**src/rtl/seven_seg_mux_driver.sv**
```systemverilog
// Multiplexed common-anode seven-segment scanner with PWM dimming, per-digit blink and frame-synchronous input snapshot.
// Latency: outputs registered, 1 CLK behind the scan counters; CE=0 freezes counters and outputs.
module seven_seg_mux_driver #(
  parameter int DIGITS       = 8,
  parameter int BRIGHT_W     = 4,
  parameter int BLINK_FRAMES = 64
) (
  input  logic                  CLK,
  input  logic                  CLR_N,
  input  logic                  CE,
  input  logic [7*DIGITS-1:0]   seg_in,
  input  logic [DIGITS-1:0]     dp_in,
  input  logic [DIGITS-1:0]     blink_mask,
  input  logic                  blink_en,
  input  logic [BRIGHT_W-1:0]   brightness,
  output logic [6:0]            seg_out,
  output logic                  dp_out,
  output logic [DIGITS-1:0]     seg_select,
  output logic                  frame_start
);

  localparam int DW = (DIGITS > 1) ? $clog2(DIGITS) : 1;
  localparam int FW = (BLINK_FRAMES > 1) ? $clog2(BLINK_FRAMES) : 1;

  logic [BRIGHT_W-1:0]     phase;
  logic [DW-1:0]           digit;
  logic [FW-1:0]           frame_cnt;
  logic                    blink_ph;
  logic                    loaded;
  logic [DIGITS-1:0][6:0]  seg_sh;
  logic [DIGITS-1:0]       dp_sh;

  logic slot_end;
  logic frame_end;
  logic blink_end;
  logic lit;

  always_comb begin
    slot_end  = &phase;
    frame_end = slot_end && (digit == DW'(DIGITS - 1));
    blink_end = frame_end && (frame_cnt == FW'(BLINK_FRAMES - 1));
    // Phase 0 stays dark so the anode change never overlaps old segments.
    lit = loaded && (phase != '0) && (phase <= brightness) &&
          !(blink_en && blink_mask[digit] && blink_ph);
  end

  always_ff @(posedge CLK or negedge CLR_N) begin
    if (!CLR_N) begin
      phase       <= '0;
      digit       <= '0;
      frame_cnt   <= '0;
      blink_ph    <= 1'b0;
      loaded      <= 1'b0;
      seg_sh      <= '1;
      dp_sh       <= '0;
      seg_out     <= 7'h7F;
      dp_out      <= 1'b1;
      seg_select  <= '1;
      frame_start <= 1'b0;
    end else begin
      frame_start <= CE && frame_end;
      if (CE) begin
        phase <= phase + 1'b1;
        if (slot_end) begin
          digit <= frame_end ? '0 : digit + 1'b1;
        end
        if (frame_end) begin
          frame_cnt <= blink_end ? '0 : frame_cnt + 1'b1;
          seg_sh    <= seg_in;
          dp_sh     <= dp_in;
          loaded    <= 1'b1;
        end
        if (blink_end) begin
          blink_ph <= ~blink_ph;
        end
        if (lit) begin
          seg_select <= ~(DIGITS'(1) << digit);
          seg_out    <= seg_sh[digit];
          dp_out     <= ~dp_sh[digit];
        end else begin
          seg_select <= '1;
          seg_out    <= 7'h7F;
          dp_out     <= 1'b1;
        end
      end
    end
  end

endmodule

```
**config.mk**
```make
export PLATFORM = sky130hd
export DESIGN_NAME = seven_seg_mux_driver
export DESIGN_NICKNAME = d
export VERILOG_FILES = /design/src/rtl/seven_seg_mux_driver.sv
export SDC_FILE = /design/constraint.sdc
export NUM_CORES = 1
export LEC_CHECK = 0
export ABC_AREA = 0
export CORE_MARGIN = 2
export CORE_UTILIZATION = 45
export CTS_CLUSTER_SIZE = 16
export DETAILED_ROUTE_END_ITERATION = 6
export MAX_ROUTING_LAYER = met4
export PLACE_DENSITY = 0.75
export SLEW_MARGIN = 20
export SYNTH_ARGS = -nofsm -noshare
export SYNTH_HDL_FRONTEND = slang
export SYNTH_SLANG_ARGS = --single-unit
export TNS_END_PERCENT = 5
```
**constraint.sdc**
```tcl
create_clock -name CLK -period 1.9 [get_ports CLK]
set_input_delay 0.38 -clock CLK [delete_from_list [all_inputs] [get_ports CLK]]
set_output_delay 0.38 -clock CLK [all_outputs]
set_load 0.05 [all_outputs]
```
==> results.py <==
metrics = {
    "timing": {
        "skew_ns": 0.0117,
        "finalCritPeriodShare_pct": 93.8,
        "setup_ws_ns": 0.118,
        "fmax_ghz": 0.561,
        "finalHoldViolCount": 0,
        "rsz0062_at_grt": "false",
        "tns_ns": 0,
        "slew_violations": 0,
        "worst_slew_pin_slew_ns": 0.505,
        "period_minus_slack_ns": 1.78,
        "relSlewSlack_pct": 66.3,
        "setup_viol": 0,
    },
    "placed_design": {
        "placed_cell_area_sq_um": 5650,
        "dp_hpwl_microns": 7380,
        "gp_congestion": 0.799,
        "io_buffers": 96,
        "pre_cts_slack_ns": -0.261,
    },
    "clock_network": {
        "cts-root-buf": "clkbuf_8",
        "cts-htree-levels": 3,
        "cts_tree": "done",
        "clk_path_buf_depth": 2,
        "cts_buffers": 9,
        "clock_sinks": 96,
        "clock_latency_ns": 0.36,
        "cts.reportedPaths.clkPinSlew_ns": 0.09,
    },
    "floorplan": {
        "die_h_microns": 104,
        "fp-row-count": 36,
        "start_util_pct": 46.3,
        "fp.dieW_microns": 104,
        "core_area_sq_um": 9770,
        "die_area_sq_um": 10900,
        "ioPinCount": 97,
    },
    "finish": {
        "layout_commonest_cell": "nand2_1",
        "stdcell_area_sq_um": 5910,
        "regArea_sq_um": 2490,
        "multi_input_area_sq_um": 1890,
        "area_growth_pct": 30.6,
        "nFillCells": 856,
        "drive_gt1_share_pct": 26.1,
        "fin_nets": 651,
        "antenna_cells": 0,
        "post-route-util_pct": 60.4,
        "layout_common_cells": "219 x nand2_1, 78 x clkdlybuf4s50_1, 72 x dfstp_2, 29 x buf_4, 24 x dfrtp_1",
    },
    "logic_synthesis": {
        "synthMuxAreaShare_pct": 9.29,
        "async_flop_share_pct": 100,
        "synth_top_area_share_pct": 41.8,
        "syn_nets": 550,
        "yosys.cell_types.count": 36,
        "synth_fa_ha_area_share_pct": 3.60,
        "synth.avg_cell_area_sq_um": 9.90,
        "yosys.area.top_type": "dfstp_2",
        "synthFlopType": "dfstp_2",
        "synthTopCellsByArea": "dfstp_2 42%, nand2_1 18%, dfrtp_1 13%",
        "yosys_warnings": 0,
        "synth_edf_count": 0,
        "netlist_area_sq_um": 4520,
        "synth-compound-area-share_pct": 4.40,
        "yosysSeqAreaShare_pct": 55.1,
        "synth_xor_area_share_pct": 1.55,
        "synth-simple-area-share_pct": 22.6,
        "postSynthCellCount": 457,
        "synth_top_family_by_area": "simple AND/OR/NAND/NOR gates",
        "synth-seq-cells": 96,
    },
    "setup_path": {
        "critPathMaxFanout": 16,
        "cp_data_arrival_time_ns": 2.06,
        "path_class": "in2reg",
        "endpoint_kind": "register",
        "required_ns": 2.17,
        "cpPeakStageDelay_ns": 0.46,
        "startpoint_type": "input pin",
        "crit_chain": "clkdlybuf4s50_1 > inv_1 > ha_1 > and4_1 > a31o_2 > o311a_4 > a41oi_1",
        "slowest_stage": "clkdlybuf4s50_1",
    },
    "power": {
        "seqPwrFrac_pct": 48.9,
        "power.internal_uw": 3170,
        "power.share.switching_pct": 29.6,
        "power_uw": 4500,
        "p_per_area_nw_per_um2": 761,
        "netSwitchingPower_uw": 1330,
        "pwr-share-comb_pct": 23.0,
        "leakage_uw": 0.00267,
        "power_frac_clock_pct": 28.2,
        "ir_worst_vdd_mv": 0.403,
    },
    "routing": {
        "vias_per_cell": 4.95,
        "final_antenna_net_count": 0,
        "routed_wl_microns": 10300,
        "drt-initial-drc-count": 150,
        "remaining_drc_errors": 0,
        "vias": 3443,
        "wl_per_cell_microns": 14.8,
        "drt_pass1_iterations": 4,
    },
    "grt": {
        "grt_pass1_vias": 3604,
        "grt_pass1_wl_microns": 17400,
        "antenna_found_initial": 0,
        "grt_use_met2_pct": 34.0,
        "grt_max_degree": 38,
        "grt_most_used_layer": "met2",
        "grt.met1_usage_pct": 26.1,
        "overflow": 0,
        "grt_usage_pct": 20.4,
        "grtUsageMet3_pct": 3.95,
    },
    "run": {
        "maxCapViolCount": 0,
    },
    "hold_path": {
        "hold_class": "reg2reg",
    },
    "status": {
        "status": "complete, no violations",
    },
}
-- state kept, by name, indices dropped and copies added (netlist names) --
name	flops
seg_select	8
phase	4
dp_out	1
dp_sh	8
frame_cnt	6
seg_sh	56
loaded	1
digit	3
blink_ph	1
frame_start	1
seg_out	7
-- final timing paths --
| path | from | end | slack (ns) | cells after the start |
|---|---|---|---|---|
| worst max register to register | digit[0] | seg_out[0] | 0.12 | 5 |
| worst max-delay path | brightness[3] | seg_select[5] | 0.12 | 7 |
| min in group asynchronous | CLR_N | digit[2] | 0.54 | 2 |
| worst min-delay path | seg_sh[21] | seg_sh[21] | 0.46 | 2 |
| max in group asynchronous | CLR_N | seg_sh[40] | 0.72 | 3 |
| worst min register to register | seg_sh[21] | seg_sh[21] | 0.46 | 2 |
-- final cells by class --
type	instances	share of cell area (%)
tap	133	2.82
multi-input combinational	326	31.9
clock inverter	6	0.847
sequential	96	42.2
inverter	10	0.635
timing repair buffer	115	19.3
clock buffer	10	2.33
-- cell usage after synthesis, types with 2 or more instances --
| cell | number |
|---|---|
| and4_1 | 2 |
| xnor2_1 | 3 |
| nand4_1 | 3 |
| mux4_2 | 16 |
| mux2_2 | 3 |
| buf_2 | 8 |
| nor2_1 | 21 |
| a41oi_1 | 10 |
| dfstp_2 | 72 |
| nand2_1 | 220 |
| ha_1 | 13 |
| buf_4 | 2 |
| a31oi_1 | 6 |
| clkbuf_1 | 13 |
| nor3_1 | 3 |
| o21ai_0 | 2 |
| dfrtp_1 | 24 |
| nand2b_1 | 2 |
| xor2_1 | 5 |
| inv_1 | 9 |
| a21o_1 | 2 |
| and2_1 | 2 |
| nand3_1 | 3 |
-- layer usage --
layer	up-vias	routed length [microns]
li1	1695	-
met1	1659	4620
met2	80	5210
met3	9	373
met4	0	112
met5	-	0
-- critical path: cells and delay by family --
kind	cells	cell delay (ns)
simple gates	1	0.20
buf+inv	2	0.50
fa+ha+maj	1	0.32
compound gates	3	0.64
-- timing repair --
item,CTS,global route
gates resized for setup,2,9
hold buffers,1,0
endpoints found under the setup margin,26,69
hold endpoints to repair,5,0
buffers inserted,0,0
gates cloned,0,1
pin swaps,0,1
-- cells by family (layout without fill, tap and decap cells) --
group	Yosys count	after routing
xor+xnor	8	8
mux	20	20
flops	96	96
fa+ha+maj	13	13
compound gates	25	25
buf+inv	35	141
simple gates	260	260
-- power by group through the flow --
| stage | sequential, uW | clock (uW) | combinational [uW] |
|---|---|---|---|
| finish | 2200 | 1270 | 1030 |
| global route | 2220 | 1380 | 1130 |
| CTS | 2200 | 1300 | 1050 |
| detailed placement | 2230 | 0 | 1040 |
| global placement | 2220 | 0 | 996 |
| floorplan | 2230 | 0 | 602 |
-- metrics by stage --
| stage | hold slack (ns) | cells |
|---|---|---|
| 3_3_place_gp | 0.366 | 678 |
| 4_1_cts | 0.463 | 695 |
| 5_1_grt | 0.473 | 696 |
| 2_1_floorplan | 0.0844 | 457 |
| 3_5_place_dp | 0.372 | 678 |
| 6_report | 0.460 | 696 |
No activity file was read; power rests on OpenSTA's default activity.
==> patch, RTL diff (config.mk and constraints unchanged) <==
Remove the register `frame_start`: a continuous assignment takes its place, so the output `frame_start` follows one clock earlier.
--- a/src/rtl/seven_seg_mux_driver.sv
+++ b/src/rtl/seven_seg_mux_driver.sv
@@ -56,9 +56,7 @@
       seg_out     <= 7'h7F;
       dp_out      <= 1'b1;
       seg_select  <= '1;
-      frame_start <= 1'b0;
     end else begin
-      frame_start <= CE && frame_end;
       if (CE) begin
         phase <= phase + 1'b1;
         if (slot_end) begin
@@ -86,5 +84,7 @@
     end
   end
 
+  assign frame_start = CE && frame_end;
+
 endmodule
 
Behaviour: same outputs for any inputs over 10 cycles, from zero or initial values; that may be too few to reach the edited logic, so the function may still have changed.
==> patch against the unedited design <==
The flow now finishes with violations (negative setup slack); area after synthesis down 0.55%; global-route usage fell by 0.22 points; synthesized cell count fell by 0.22%; routed wire length is 2.0% lower; final area is 0.47% higher; sequential cell count shrank 1; critical endpoint is now frame_start; maximum frequency fell by 9.3%; first-iteration DRC count decreased by 2.0%; cell count is 0.86% higher; total power up 1.2%; worst setup slack got worse by 0.18 ns.
==> patch: results (changes against the unedited design) <==
setup violators final=1 (was 0); Final #Nets=657 (was 651); vias per cell=5.01 (was 4.95); layout cells sized above 1=27.8% (was 26.1%); P_leak=2.67 nW (about the same); status=finished with violations (was finished, final reports clean); first-pass GRT wire length=17100 um (was 17400 um); Post-Synth Adder-Cell Area=3.62% (was 3.60%); placed cell areas=5640 um2 (was 5650 um2); pre-CTS setup slack=-0.260 ns (was -0.261 ns); sequential area share after synthesis=54.8% (was 55.1%); Met2 Routed Length=4830 um (was 5210 um); GPL Wtd Cong=0.816 (was 0.799); most frequent cells after synthesis=nand2_1, dfstp_2, dfrtp_1 (unchanged); detailed placement HPWL=7240 um (was 7380 um); Fillers=818 (was 856); drt initial violations=147 (was 150); largest net degree at the start of global routing=50 (was 38); mux share of post-synthesis cell area=9.34% (was 9.29%); vias in the first global route=3603 (was 3604); Setup WS post-layout=-0.0660 ns (was 0.118 ns); Compound-Gate Fraction of Synth Area=4.42% (was 4.40%); DR WL met3=462 um (was 373 um); Worst Path Arrival=1.59 ns (was 2.06 ns); Wirelength per Cell=14.4 um (was 14.8 um); top cells by area, synth=dfstp_2, nand2_1, dfrtp_1 (unchanged); maximum VDD drop=379 uV (was 403 uV); Slew @ Worst Pin=0.490 ns (was 0.505 ns); Syn Nets=549 (was 550); failing checks=negative setup slack
## patch: cell count changes after synthesis
cell     before  now
dfrtp_1      24   23
## patch: critical path, stage by stage (launching register included)
cell and delay, ns:
dfrtp_1 0.37, ha_2 0.21, ha_4 0.14, and4_4 0.22
nand2_4 0.07, inv_6 0.08, buf_12 0.13
## patch: power breakdown
group	total [W]	internal, W	switching, W
clock network	0.00133	0.000617	0.000710
registers	0.00218	0.00210	0.0000852
logic	0.00104	0.000539	0.000502
total	0.00455	0.00325	0.00130
## patch: final cells by class
class	count	area [um2]	share of cell area, %
flip-flops and latches	95	2470	41.6
repair buffers	122	1150	19.4
well taps	133	166	2.80
inverters	10	42.5	0.717
clock inverters	6	68.8	1.16
clock buffers	10	128	2.15
multi-input cells	326	1910	32.2
## patch: path summary, 6_finish.rpt
check / from / to / slack [ns] / cells after the start
max: digit[1]$_DFFE_PN0P_ / frame_start / -0.07 / 6
min: seg_sh[23]$_DFFE_PN1P_ / seg_sh[23]$_DFFE_PN1P_ / 0.46 / 2
max reg2reg: digit[0]$_DFFE_PN0P_ / seg_out[3]$_DFFE_PN1P_ / 0.06 / 6
min reg2reg: seg_sh[23]$_DFFE_PN1P_ / seg_sh[23]$_DFFE_PN1P_ / 0.46 / 2
max in group asynchronous: CLR_N / seg_select[1]$_DFFE_PN1P_ / 0.67 / 3
min in group asynchronous: CLR_N / phase[3]$_DFFE_PN0P_ / 0.53 / 2
## patch: cells by family (layout without fill, tap and decap cells)
family | Yosys count | in the layout
fa+ha+maj | 13 | 13
buf+inv | 35 | 148
xor+xnor | 8 | 8
compound gates | 25 | 25
flops | 95 | 95
simple gates | 260 | 260
mux | 20 | 20
## patch: what timing repair did
action / 4_1_cts / 5_1_grt
gates resized for setup: 8 / 2
endpoints found under the setup margin: 1 / 11
endpoints found under the hold margin: 6 / 0
hold buffers: 1 / 0
pin swaps: 2 / 2
setup buffers: 5 / 2
## patch: metal layers
metal / global-route usage [%] / vias to the layer above
li1: - / 1703
met1: 26.7 / 1704
met2: 31.6 / 92
met3: 3.63 / 15
met4: 6.66 / 0
met5: - / -
## patch: per-stage QoR
stage / std cells / utilization [%] / power (W) / TNS, ns
floorplan: 456 / - / 0.00281 / -0.0720
global placement: 678 / 57.9 / 0.00318 / -2.65
detailed placement: 678 / 57.9 / 0.00322 / -3.44
CTS: 700 / 60.7 / 0.00458 / -0.0602
global route: 702 / 61.0 / 0.00481 / -0.107
finish: 702 / 61.0 / 0.00455 / -0.0660
